$ cat config.mk
export PLATFORM = sky130hd
export DESIGN_NAME = regfile_dump_reader_flat
export DESIGN_NICKNAME = d
export VERILOG_FILES = /design/src/rtl/regdump_pkg.sv /design/src/rtl/regfile_dump_reader_if.sv /design/src/rtl/regdump_byte_sel.sv /design/src/rtl/regfile_dump_reader.sv /design/src/flat_wrapper.sv
export SDC_FILE = /design/constraint.sdc
export NUM_CORES = 1
export LEC_CHECK = 0
export CAP_MARGIN = 40
export CORE_MARGIN = 5
export CORE_UTILIZATION = 38
export DETAILED_ROUTE_END_ITERATION = 8
export MAX_ROUTING_LAYER = met4
export PLACE_DENSITY = 0.69
export SETUP_SLACK_MARGIN = 0.1
export SLEW_MARGIN = 10
export SYNTH_ARGS = -nofsm -noshare
export SYNTH_HDL_FRONTEND = slang
export SYNTH_SLANG_ARGS = --single-unit
$ cat constraint.sdc
create_clock -name clk -period 3.5 [get_ports clk]
set_clock_uncertainty 0.2 [all_clocks]
set_input_delay 0.7 -clock clk [delete_from_list [all_inputs] [get_ports clk]]
set_output_delay 0.7 -clock clk [all_outputs]
set_load 0.02 [all_outputs]
$ cat src/rtl/regdump_pkg.sv
// Shared types and constants for the register-file dump reader.
// The index-byte feature is selected in the top module by REGDUMP_INDEX_EN.
package regdump_pkg;

  localparam int unsigned BYTES_PER_WORD = 4;
  localparam int unsigned REG_IDX_W      = 5;
  localparam int unsigned WORD_W         = 32;
  localparam int unsigned BYTE_W         = 8;
  localparam int unsigned BYTE_CNT_W     = $clog2(BYTES_PER_WORD);

  typedef enum logic [2:0] {
    StIdle = 3'd0,
    StSel  = 3'd1,
    StIdx  = 3'd2,
    StSend = 3'd3,
    StDone = 3'd4
  } state_e;

endpackage

$ cat src/rtl/regfile_dump_reader_if.sv
// Debug read port of the register file plus the outgoing valid/ready byte stream.
// master = the dump reader, slave = register file / byte consumer side.
interface regfile_dump_reader_if;
  import regdump_pkg::*;

  logic [REG_IDX_W-1:0] reg_sel;
  logic [WORD_W-1:0]    reg_data;
  logic                 out_valid;
  logic [BYTE_W-1:0]    out_data;
  logic                 out_ready;

  modport master (
    output reg_sel,
    input  reg_data,
    output out_valid,
    output out_data,
    input  out_ready
  );

  modport slave (
    input  reg_sel,
    output reg_data,
    input  out_valid,
    input  out_data,
    output out_ready
  );

endinterface

$ cat src/rtl/regdump_byte_sel.sv
// Picks one byte of the latched word; MSB_FIRST=1 puts bits [31:24] at byte_cnt 0.
module regdump_byte_sel
  import regdump_pkg::*;
#(
  parameter bit MSB_FIRST = 1'b1
) (
  input  logic [WORD_W-1:0]     word_i,
  input  logic [BYTE_CNT_W-1:0] byte_cnt_i,
  output logic [BYTE_W-1:0]     byte_o
);

  logic [BYTE_CNT_W-1:0] lane;

  always_comb begin
    lane   = MSB_FIRST ? (BYTE_CNT_W'(BYTES_PER_WORD - 1) - byte_cnt_i) : byte_cnt_i;
    byte_o = word_i[{lane, 3'b000} +: BYTE_W];
  end

endmodule

$ cat src/rtl/regfile_dump_reader.sv
// Scans registers FIRST_REG..LAST_REG over the debug read port and streams them as bytes.
// Define REGDUMP_INDEX_EN to prefix each word with an index byte {3'b000, reg_sel}.
module regfile_dump_reader
  import regdump_pkg::*;
#(
  parameter int unsigned FIRST_REG = 0,
  parameter int unsigned LAST_REG  = 31,
  parameter bit          MSB_FIRST = 1'b1
) (
  input  logic                  clk,
  input  logic                  rst,
  input  logic                  start_i,
  input  logic                  abort_i,
  output logic                  busy_o,
  output logic                  done_o,
  regfile_dump_reader_if.master bus_io
);

  localparam logic [REG_IDX_W-1:0] FirstSel = REG_IDX_W'(FIRST_REG);
  localparam logic [REG_IDX_W-1:0] LastSel  = REG_IDX_W'(LAST_REG);
  localparam logic [BYTE_CNT_W-1:0] LastByte = BYTE_CNT_W'(BYTES_PER_WORD - 1);

  if (FIRST_REG > LAST_REG || LAST_REG > 31) begin : g_bad_range
    $error("regfile_dump_reader: need FIRST_REG <= LAST_REG <= 31");
  end

  state_e                state_q, state_d;
  logic [REG_IDX_W-1:0]  reg_sel_q, reg_sel_d;
  logic [BYTE_CNT_W-1:0] byte_cnt_q, byte_cnt_d;
  logic [WORD_W-1:0]     shadow_q, shadow_d;

  logic                  out_valid;
  logic [BYTE_W-1:0]     out_data;
  logic [BYTE_W-1:0]     word_byte;
  logic                  accept;

  regdump_byte_sel #(
    .MSB_FIRST (MSB_FIRST)
  ) u_byte_sel (
    .word_i     (shadow_q),
    .byte_cnt_i (byte_cnt_q),
    .byte_o     (word_byte)
  );

  assign accept = out_valid && bus_io.out_ready;

  always_comb begin
    state_d    = state_q;
    reg_sel_d  = reg_sel_q;
    byte_cnt_d = byte_cnt_q;
    shadow_d   = shadow_q;
    out_valid  = 1'b0;
    out_data   = '0;

    case (state_q)
      StIdle: begin
        if (start_i && !abort_i) begin
          reg_sel_d = FirstSel;
          state_d   = StSel;
        end
      end
      StSel: begin
        // reg_sel has been stable all cycle, so the combinational read is settled here.
        shadow_d   = bus_io.reg_data;
        byte_cnt_d = '0;
`ifdef REGDUMP_INDEX_EN
        state_d    = StIdx;
`else
        state_d    = StSend;
`endif
      end
`ifdef REGDUMP_INDEX_EN
      StIdx: begin
        out_valid = 1'b1;
        out_data  = {3'b000, reg_sel_q};
        if (accept) begin
          state_d = StSend;
        end
      end
`endif
      StSend: begin
        out_valid = 1'b1;
        out_data  = word_byte;
        if (accept) begin
          byte_cnt_d = byte_cnt_q + 1'b1;
          if (byte_cnt_q == LastByte) begin
            if (reg_sel_q == LastSel) begin
              state_d = StDone;
            end else begin
              reg_sel_d = reg_sel_q + 1'b1;
              state_d   = StSel;
            end
          end
        end
      end
      StDone: begin
        state_d = StIdle;
      end
      default: begin
        state_d = StIdle;
      end
    endcase

    // Abort overrides any handshake or transition taken above.
    if (abort_i && state_q != StIdle) begin
      state_d = StIdle;
    end
  end

  always_ff @(posedge clk or posedge rst) begin
    if (rst) begin
      state_q    <= StIdle;
      reg_sel_q  <= '0;
      byte_cnt_q <= '0;
      shadow_q   <= '0;
    end else begin
      state_q    <= state_d;
      reg_sel_q  <= reg_sel_d;
      byte_cnt_q <= byte_cnt_d;
      shadow_q   <= shadow_d;
    end
  end

  assign bus_io.reg_sel   = reg_sel_q;
  assign bus_io.out_valid = out_valid;
  assign bus_io.out_data  = out_data;
  assign busy_o           = (state_q != StIdle);
  assign done_o           = (state_q == StDone);

endmodule

$ cat src/flat_wrapper.sv
// flat-port wrapper written by rule: the top's interface ports become plain ports
module regfile_dump_reader_flat import regdump_pkg::*;
#(
  parameter int unsigned FIRST_REG = 0,
  parameter int unsigned LAST_REG  = 31,
  parameter bit          MSB_FIRST = 1'b1
)
  (clk, rst, start_i, abort_i, busy_o, done_o, bus_io_reg_sel, bus_io_reg_data, bus_io_out_valid, bus_io_out_data, bus_io_out_ready);
  regfile_dump_reader_if bus_io_i ();
  input  logic clk;
  input  logic rst;
  input  logic start_i;
  input  logic abort_i;
  output logic busy_o;
  output logic done_o;
  output wire logic [$bits(bus_io_i.reg_sel)-1:0] bus_io_reg_sel;
  input wire logic [$bits(bus_io_i.reg_data)-1:0] bus_io_reg_data;
  output wire logic [$bits(bus_io_i.out_valid)-1:0] bus_io_out_valid;
  output wire logic [$bits(bus_io_i.out_data)-1:0] bus_io_out_data;
  input wire logic [$bits(bus_io_i.out_ready)-1:0] bus_io_out_ready;
  assign bus_io_reg_sel = bus_io_i.reg_sel;
  assign bus_io_i.reg_data = bus_io_reg_data;
  assign bus_io_out_valid = bus_io_i.out_valid;
  assign bus_io_out_data = bus_io_i.out_data;
  assign bus_io_i.out_ready = bus_io_out_ready;
  regfile_dump_reader #(.FIRST_REG(FIRST_REG), .LAST_REG(LAST_REG), .MSB_FIRST(MSB_FIRST)) u_core (.clk(clk), .rst(rst), .start_i(start_i), .abort_i(abort_i), .busy_o(busy_o), .done_o(done_o), .bus_io(bus_io_i));
endmodule
### Word-level counts from Yosys, hierarchy flattened

Index checks and enable logic that the tools add are counted.
W data, S select, Z words.

| word-level totals | value |
|---|---|
| logic and storage cells | 46 |
| register bits | 42 |
| output and inout bits | 16 |
| input bits | 37 |

| operators by class | value |
|---|---|
| reduce and logical (&&, ||, !) cells | 11 |
| equality and inequality tests | 12 |
| add/sub/neg operators | 3 |
| shift operators | 1 |
| mux-type cells | 15 |

Operators with widths:

| operator | number |
|---|---|
| $shiftx A32 B6 Y8 | 1 |
| $mux W5 | 4 |
| $mux W3 | 5 |
| $pmux W5 S2 | 1 |
| $ne A3 B1 Y1 const B | 3 |
| $pmux W3 S3 | 1 |
| $mux W8 | 1 |
| $ne A2 B1 Y1 const B | 3 |
| $add A5 B1 Y5 const B | 1 |
| $eq A5 B5 Y1 const B | 1 |
| $reduce_and A5 Y1 | 1 |
| $pmux W2 S2 | 1 |
| $reduce_bool A2 Y1 | 2 |
| $eq A3 B1 Y1 const B | 1 |
| $eq A3 B2 Y1 const B | 1 |
| $eq A3 B3 Y1 const B | 1 |
| $logic_and A1 B1 Y1 | 3 |
| $logic_not A3 Y1 | 1 |
| $reduce_and A3 Y1 | 1 |
| $reduce_bool A3 Y1 | 1 |
| $add A2 B1 Y2 const B | 1 |
| $eq A2 B2 Y1 const B | 1 |
| $mux W2 | 1 |
| $ne A2 B2 Y1 const B | 1 |
| other kinds (4) | 4 |

### Depth between registers and ports, before layout

Gate-level depths: netlist of run 1.

| logic depth | value |
|---|---|
| word-level depth | 6 |
| depth in mapped cells | 6 |
| gate-level depth less buffers | 6 |

### Cells and area by module

A second synthesis of run 1 with hierarchy kept.

| unflattened totals | value |
|---|---|
| cells, all modules | 147 |
| area total of the unflattened synthesis | 2038.2 um^2 |

By module, submodules not included:

| module | cells an instance | times used | sequential area each (um^2) | area each (um^2) |
|---|---|---|---|---|
| regfile_dump_reader | 137 | 1 | 1051.0 | 1841.8 |
| regdump_byte_sel | 10 | 1 | 0.0 | 196.4 |

### Least setup slack after synthesis of run 1

No wires, ideal clock.

| timing | value |
|---|---|
| kind | register -> output |
| start | register u_core.byte_cnt_q[1] |
| end | output bus_io_out_data[0] |
| setup slack | 1290 ps |
| data required time | 2600 ps |
| stages on the path, launching flop included | 4 |
| data arrival time | 1310 ps |
| buffers on the path | 1 |
| cell sequence | dfrtp_1 -> buf_2 -> mux4_2 -> and2_1 |

| on the way | value |
|---|---|
| word-level cells in the longest chain between the ends | 3 |

RTL lines:

| what | line | text |
|---|---|---|
| from (decl) | regfile_dump_reader.sv:29 | `logic [BYTE_CNT_W-1:0] byte_cnt_q, byte_cnt_d;` |
| from (signal assigned) | regfile_dump_reader.sv:119 | `byte_cnt_q <= byte_cnt_d;` |
| $sub A2 B2 Y2 | regdump_byte_sel.sv:15 | `lane = MSB_FIRST ? (BYTE_CNT_W'(BYTES_PER_WORD - 1) - byte_cnt_i) : byte_cnt_i;` |
| $shiftx A32 B6 Y8 | regdump_byte_sel.sv:16 | `byte_o = word_i[{lane, 3'b000} +: BYTE_W];` |
| $mux W8 | regfile_dump_reader.sv:55 | `case (state_q)` |
| to (decl) | flat_wrapper.sv:19 | `output wire logic [$bits(bus_io_i.out_data)-1:0] bus_io_out_data;` |

Every way passes these cells.

### Worst setup path after layout of run 1

| timing | value |
|---|---|
| start | register u_core.byte_cnt_q[1] |
| end | output bus_io_out_data[5] |

Same word-level chain as after synthesis.

==> results of run 1 <==
## metrics by stage
step | std cells | utilization [%]
5_1_grt | 264 | 51.0
4_1_cts | 264 | 51.0
3_5_place_dp | 257 | 49.6
3_3_place_gp | 256 | 49.1
6_report | 264 | 51.0
2_1_floorplan | 137 | -
## area by class of cell
cell class	instances	area [um^2]	area share (%)
timing repair buffer	55	563	20.1
multi-input combinational	83	1010	35.8
clock buffer	5	68.8	2.45
tap	72	90.1	3.21
inverter	5	18.8	0.668
clock inverter	2	10.0	0.357
sequential	42	1050	37.4
## flip-flops by register name, indices dropped and copies added, names as in the netlist
signal and flops:
u_core.shadow_q 32, u_core.byte_cnt_q 2, u_core.bus_io.reg_sel 5, u_core.state_q 3
## cells by family after synthesis
logic type	after synthesis
adders and majority gates	3
muxes	43
DFF	42
and+or+nand+nor	25
AOI/OAI and AO/OA	12
buffers and inverters	12
## layout by cell type (no fill, tap or decap), drive strengths merged, types with 2 or more instances in the layout
| cell | instances |
|---|---|
| and3 | 2 |
| nand3 | 2 |
| ha | 3 |
| mux4 | 8 |
| clkinv | 3 |
| clkbuf | 5 |
| a22o | 4 |
| a21oi | 2 |
| clkdlybuf4s50 | 52 |
| nor3 | 2 |
| dfrtp | 42 |
| inv | 4 |
| and2 | 9 |
| nand3b | 2 |
| mux2 | 34 |
| buf | 3 |
## metal layers
| metal | part of all wire (%) | track usage [%] | vias up |
|---|---|---|---|
| met5 | 0 | - | - |
| met4 | 3.5 | 8.20 | 0 |
| met3 | 3.3 | 2.52 | 11 |
| met2 | 53 | 24.2 | 33 |
| met1 | 40 | 15.3 | 687 |
| li1 | - | - | 614 |
## power groups by stage
stage	Sequential [W]	Clock [W]	Combinational (W)
after floorplan	0.000600	0	0.000209
after global placement	0.000618	0	0.000255
after detailed placement	0.000626	0	0.000268
after CTS	0.000617	0.000302	0.000270
after global routing	0.000627	0.000324	0.000286
final	0.000616	0.000290	0.000266
## worst paths after layout
check	end	cells after the start	slack, ns	from
max	bus_io_out_data[5]	3	0.30	u_core.byte_cnt_q[1]$_DFFE_PP0P_
min	u_core.shadow_q[14]$_DFFE_PP0P_	1	0.29	u_core.shadow_q[14]$_DFFE_PP0P_
max in group asynchronous	u_core.shadow_q[20]$_DFFE_PP0P_	4	2.03	rst
min reg2reg	u_core.shadow_q[14]$_DFFE_PP0P_	1	0.29	u_core.shadow_q[14]$_DFFE_PP0P_
max reg2reg	u_core.bus_io.reg_sel[0]$_DFFE_PP0P_	6	1.40	u_core.bus_io.reg_sel[0]$_DFFE_PP0P_
min in group asynchronous	u_core.shadow_q[5]$_DFFE_PP0P_	2	0.43	rst
==> flow_summary.json, run 1 <==
{
  "clockPowerShare_pct": 24.7,
  "synth_cell_types": 35,
  "synth_top_flop_cell": "dfrtp_1",
  "power_w": 0.00117,
  "grt_overflow": 0,
  "n_fill_cell": 472,
  "synthArstFlopShare_pct": 100,
  "place_ws_ns": 0.577,
  "vias_per_cell": 5.09,
  "wl_um": 4510,
  "drt.antenna.violating_nets": 0,
  "worstSetupPathType": "reg -> out",
  "max_freq_ghz": 0.313,
  "path_cells": "mux4_2, and2_1, clkdlybuf4s50_1",
  "hold_ws_ns": 0.291,
  "synth-compound-area-share_pct": 4.34,
  "muxShareOfSynthArea_pct": 31.7,
  "antenna_found_initial": 0,
  "core_area_um2": 5510,
  "grt_pass1_wl_um": 7790,
  "numPortBuffers": 52,
  "syn-mean-instance-area_um2": 15.8,
  "crit_path_end_kind": "primary output",
  "die_w_um": 85.5,
  "ys_seq_area_share_pct": 48.6,
  "synth_nets": 177,
  "finalCritPeriodShare_pct": 91.4,
  "insertion_delay_ns": 0.29,
  "fin_area_um2": 2810,
  "synth_top_family_by_area": "multiplexers",
  "num_antenna_cells": 0,
  "powerDensity_nw_per_um2": 417,
  "cts_tree": "built",
  "cpLargestDelayFamily": "flip-flops",
  "maxCapViolations": 0,
  "synth_top_cell_by_area": "dfrtp_1",
  "syn-instance-count": 137,
  "yosysWarnings": 0,
  "cts_htree_levels": 2,
  "design.die.area_um2": 7310,
  "rsz0062_at_grt": "no",
  "post_dp_cell_area_um2": 2730,
  "setup.worst_path.start_class": "flop",
  "first_iter_violations": 56,
  "hold_viol": 0,
  "grt_max_degree": 33,
  "worstMarginPinSlew_ns": 0.744,
  "drive_above_1_share_pct": 29.2,
  "yosys_register_bits": 42,
  "hold_class": "reg -> reg",
  "gp_congestion": 0.762,
  "critPathSlowestCell": "dfrtp_1",
  "syn_area_um2": 2160,
  "route.detailed.drc": 0,
  "critical_path.max_stage_delay_ns": 0.72,
  "grt_pass1_vias": 1556,
  "cts.sinks": 42,
  "vias": 1345,
  "comb_power_share_pct": 22.7,
  "p_sw_w": 0.000285,
  "cts_buffers": 5,
  "syn_to_final_growth_pct": 29.7,
  "synthAdderAreaFrac_pct": 1.73,
  "synth_edf_count": 0,
  "relSlewSlack_pct": 50.4,
  "critPathMaxFanout": 11,
  "synthTopCellsByCount": "dfrtp_1, mux2_4, and2_1",
  "cts_setup_buffers": 0,
  "period_needed_ns": 3.20,
  "start_util_pct": 39.3,
  "wire_per_inst_um": 17.1,
  "clk_pin_slew_ns": 0.07,
  "cts_resized": 0,
  "die_h_um": 85.5,
  "p_sw_share_pct": 24.3,
  "num_rows": 27,
  "setup_ws_ns": 0.301,
  "synthSimpleGateAreaFrac_pct": 8.73,
  "worst_ep_required_time_ns": 2.60,
  "yosysTopAreaCellShare_pct": 48.6,
  "synthTopCellsByArea": "dfrtp_1, mux2_4, mux4_2",
  "synth_xor_area_share_pct": 0,
  "outcome": "complete, no violations",
  "grt_use_total_pct": 14.1,
  "clockBufferDepth": 2,
  "ir_drop_mv": 0.216,
  "finalNetCount": 232,
  "internal_power_w": 0.000886,
  "synth.most_common_cell": "dfrtp_1",
  "worst-path-buf-inv": 1,
  "place_hpwl_um": 3430,
  "worstPathArrival_ns": 2.30,
  "finalMaxSlewViolations": 0,
  "postCtsHoldBufs": 0,
  "io_pins": 53,
  "seq_power_share_pct": 52.6,
  "p_leak_nw": 1.21,
  "setup_viol": 0,
  "setup_tns_ns": 0,
  "root_buffer": "clkbuf_8",
  "first_pass_iters": 4
}
Power figures use the tool's default switching activity.
==> run 2, diff against run 1 <==
- ABC_AREA: unset -> 1
- CAP_MARGIN: 40 -> 10
- CORE_ASPECT_RATIO: unset -> 1.5
- PLACE_DENSITY: 0.69 -> 0.7
==> run 2 against run 1 <==
Net effect: cell area is 3.3% lower; maximum frequency increased by 1.7%; core utilization rose by 1.2 points; first-iteration DRC count is 23% higher; critical path depth rose by 2; synthesized area shrank 5.3%; largest power group unchanged; highest routed layer unchanged.
==> flow_summary.json, run 2 <==
{
  "grt_pass1_vias": 1679,
  "start_util_pct": 39.4,
  "outcome": "complete, no violations",
  "yosysTopAreaCellShare_pct": 51.3,
  "synth_edf_count": 0,
  "clockBufferDepth": 2,
  "vias_per_cell": 4.80,
  "worst_ep_required_time_ns": 2.60,
  "first_pass_iters": 4,
  "worstPathArrival_ns": 2.25,
  "vias": 1652,
  "route.detailed.drc": 0,
  "syn_to_final_growth_pct": 32.4,
  "syn-instance-count": 223,
  "clk_pin_slew_ns": 0.08,
  "synthTopCellsByArea": "dfrtp_1, mux2_1, nor2_1",
  "finalMaxSlewViolations": 0,
  "cts.sinks": 42,
  "gr-usage-met1_pct": 17.0,
  "mostFrequentLayoutCell": "clkdlybuf4s50_1",
  "die_w_um": 70.0,
  "design.die.area_um2": 6990,
  "syn_area_um2": 2050,
  "top_usage_layer": "met2",
  "synth_nets": 263,
  "io_pins": 53,
  "critPathMaxFanout": 10,
  "power_w": 0.00192,
  "period_needed_ns": 3.15,
  "drive_above_1_share_pct": 7.61,
  "cts_tree": "built",
  "p_leak_nw": 1.21,
  "grt_pass1_wl_um": 7670,
  "worstHoldPathCells": 1,
  "met2_usage_pct": 22.1,
  "hold_class": "reg -> reg",
  "relSlewSlack_pct": 65.7,
  "cts_buffers": 5,
  "synth.most_common_cell": "dfrtp_1",
  "place_hpwl_um": 3500,
  "antenna_found_initial": 0,
  "maxCapViolations": 0,
  "yosysWarnings": 0,
  "setup.worst_path.start_class": "flop",
  "num_rows": 32,
  "largest_register": "u_core.shadow_q",
  "synthArstFlopShare_pct": 100,
  "n_fill_cell": 487,
  "synth_cell_types": 21,
  "max_freq_ghz": 0.318,
  "instances_no_fill": 344,
  "syn-mean-instance-area_um2": 9.19,
  "crit_path_end_kind": "primary output",
  "ys_seq_area_share_pct": 51.3,
  "powerDensity_nw_per_um2": 708,
  "synth_top_flop_cell": "dfrtp_1",
  "synthTopCellsByCount": "dfrtp_1, nor2_1, nand2_1",
  "grt_max_degree": 43,
  "ir_drop_mv": 0.356,
  "use_met3_pct": 3.81,
  "final_cell_mix": "clkdlybuf4s50_1, dfrtp_1, nor2_1",
  "first_iter_violations": 69,
  "core_area_um2": 5200,
  "rsz0062_at_grt": "no",
  "gp_congestion": 0.846,
  "finalCritPeriodShare_pct": 89.9,
  "postCtsHoldBufs": 0,
  "grt_overflow": 0,
  "numPortBuffers": 52,
  "yosys_register_bits": 42,
  "reg2reg_depth": 4,
  "worstSetupPathType": "reg -> out",
  "synth_top_cell_by_area": "dfrtp_1",
  "finalNetCount": 315,
  "root_buffer": "clkbuf_8",
  "die_h_um": 99.9,
  "cts_htree_levels": 2,
  "hold_viol": 0,
  "insertion_delay_ns": 0.29,
  "grt_use_total_pct": 14.4,
  "setup_viol": 0,
  "num_antenna_cells": 0,
  "worstMarginPinSlew_ns": 0.515,
  "largest_register_ffs": 32,
  "wire_per_inst_um": 13.2,
  "setup_tns_ns": 0,
  "wl_um": 4530,
  "placed_cells": 336,
  "drt.antenna.violating_nets": 0
}
run 2: path summary, 6_finish.rpt:
check                                                       end                              from  slack (ns)
max in group asynchronous      u_core.byte_cnt_q[0]$_DFFE_PP0P_                               rst        2.09
max                                          bus_io_out_data[2]  u_core.byte_cnt_q[1]$_DFFE_PP0P_        0.35
min reg2reg                     u_core.shadow_q[30]$_DFFE_PP0P_   u_core.shadow_q[30]$_DFFE_PP0P_        0.29
max reg2reg                     u_core.shadow_q[27]$_DFFE_PP0P_     u_core.state_q[2]$_DFFE_PP0P_        1.59
min                             u_core.shadow_q[30]$_DFFE_PP0P_   u_core.shadow_q[30]$_DFFE_PP0P_        0.29
min in group asynchronous  u_core.bus_io.reg_sel[2]$_DFFE_PP0P_                               rst        0.64
run 2: metrics by stage:
step,utilization [%],hold slack (ns),cell area (um^2),setup slack [ns]
after floorplan,-,0.259,2050,1.33
after global placement,50.4,0.270,2620,0.674
after detailed placement,50.4,0.277,2620,0.626
after CTS,52.1,0.295,2710,0.288
after global routing,52.1,0.306,2710,0.172
final,52.1,0.294,2710,0.354
run 2: cell families (layout without fill, tap and decap cells):
family	after synthesis	in the layout	share of synthesized area (%)
AO/OA/AOI/OAI	45	45	11.0
AND/OR/NAND/NOR	80	80	16.7
buffers and inverters	29	82	6.04
flip-flops	42	42	51.3
multiplexers	24	24	13.2
adder cells (fa/ha/maj)	3	3	1.83
run 2: what timing repair did:
item                       4_1_cts  5_1_grt
setup endpoints to repair        0        3
buffers inserted                 0        0
gates resized for setup          0        1
run 2: worst max-delay path, cell delays in order, from the launching register on:
cell	delay (ns)
dfrtp_1	0.52
clkinv_1	0.28
nor2_1	0.24
o21ai_0	0.11
a21oi_1	0.17
clkdlybuf4s50_1	0.63
run 2: layer usage:
layer	vias to the layer above	share of wire, %
met5	-	0
met4	0	3.6
met3	14	4.5
met2	43	49
met1	763	43
li1	832	-
run 2: final cells by class:
cell class,count,area [um^2],area share [%]
Sequential cell,42,1050,38.8
Multi-Input combinational cell,152,875,32.2
Timing Repair Buffer,54,536,19.7
Clock buffer,7,86.3,3.18
Tap cell,68,85.1,3.14
Inverter,20,75.1,2.77
Clock inverter,1,5.00,0.184
run 2: report_power, final:
part | internal (W) | switching [W]
clock | 0.000159 | 0.000156
combinational | 0.000345 | 0.000416
sequential | 0.000698 | 0.000146
total | 0.00120 | 0.000718
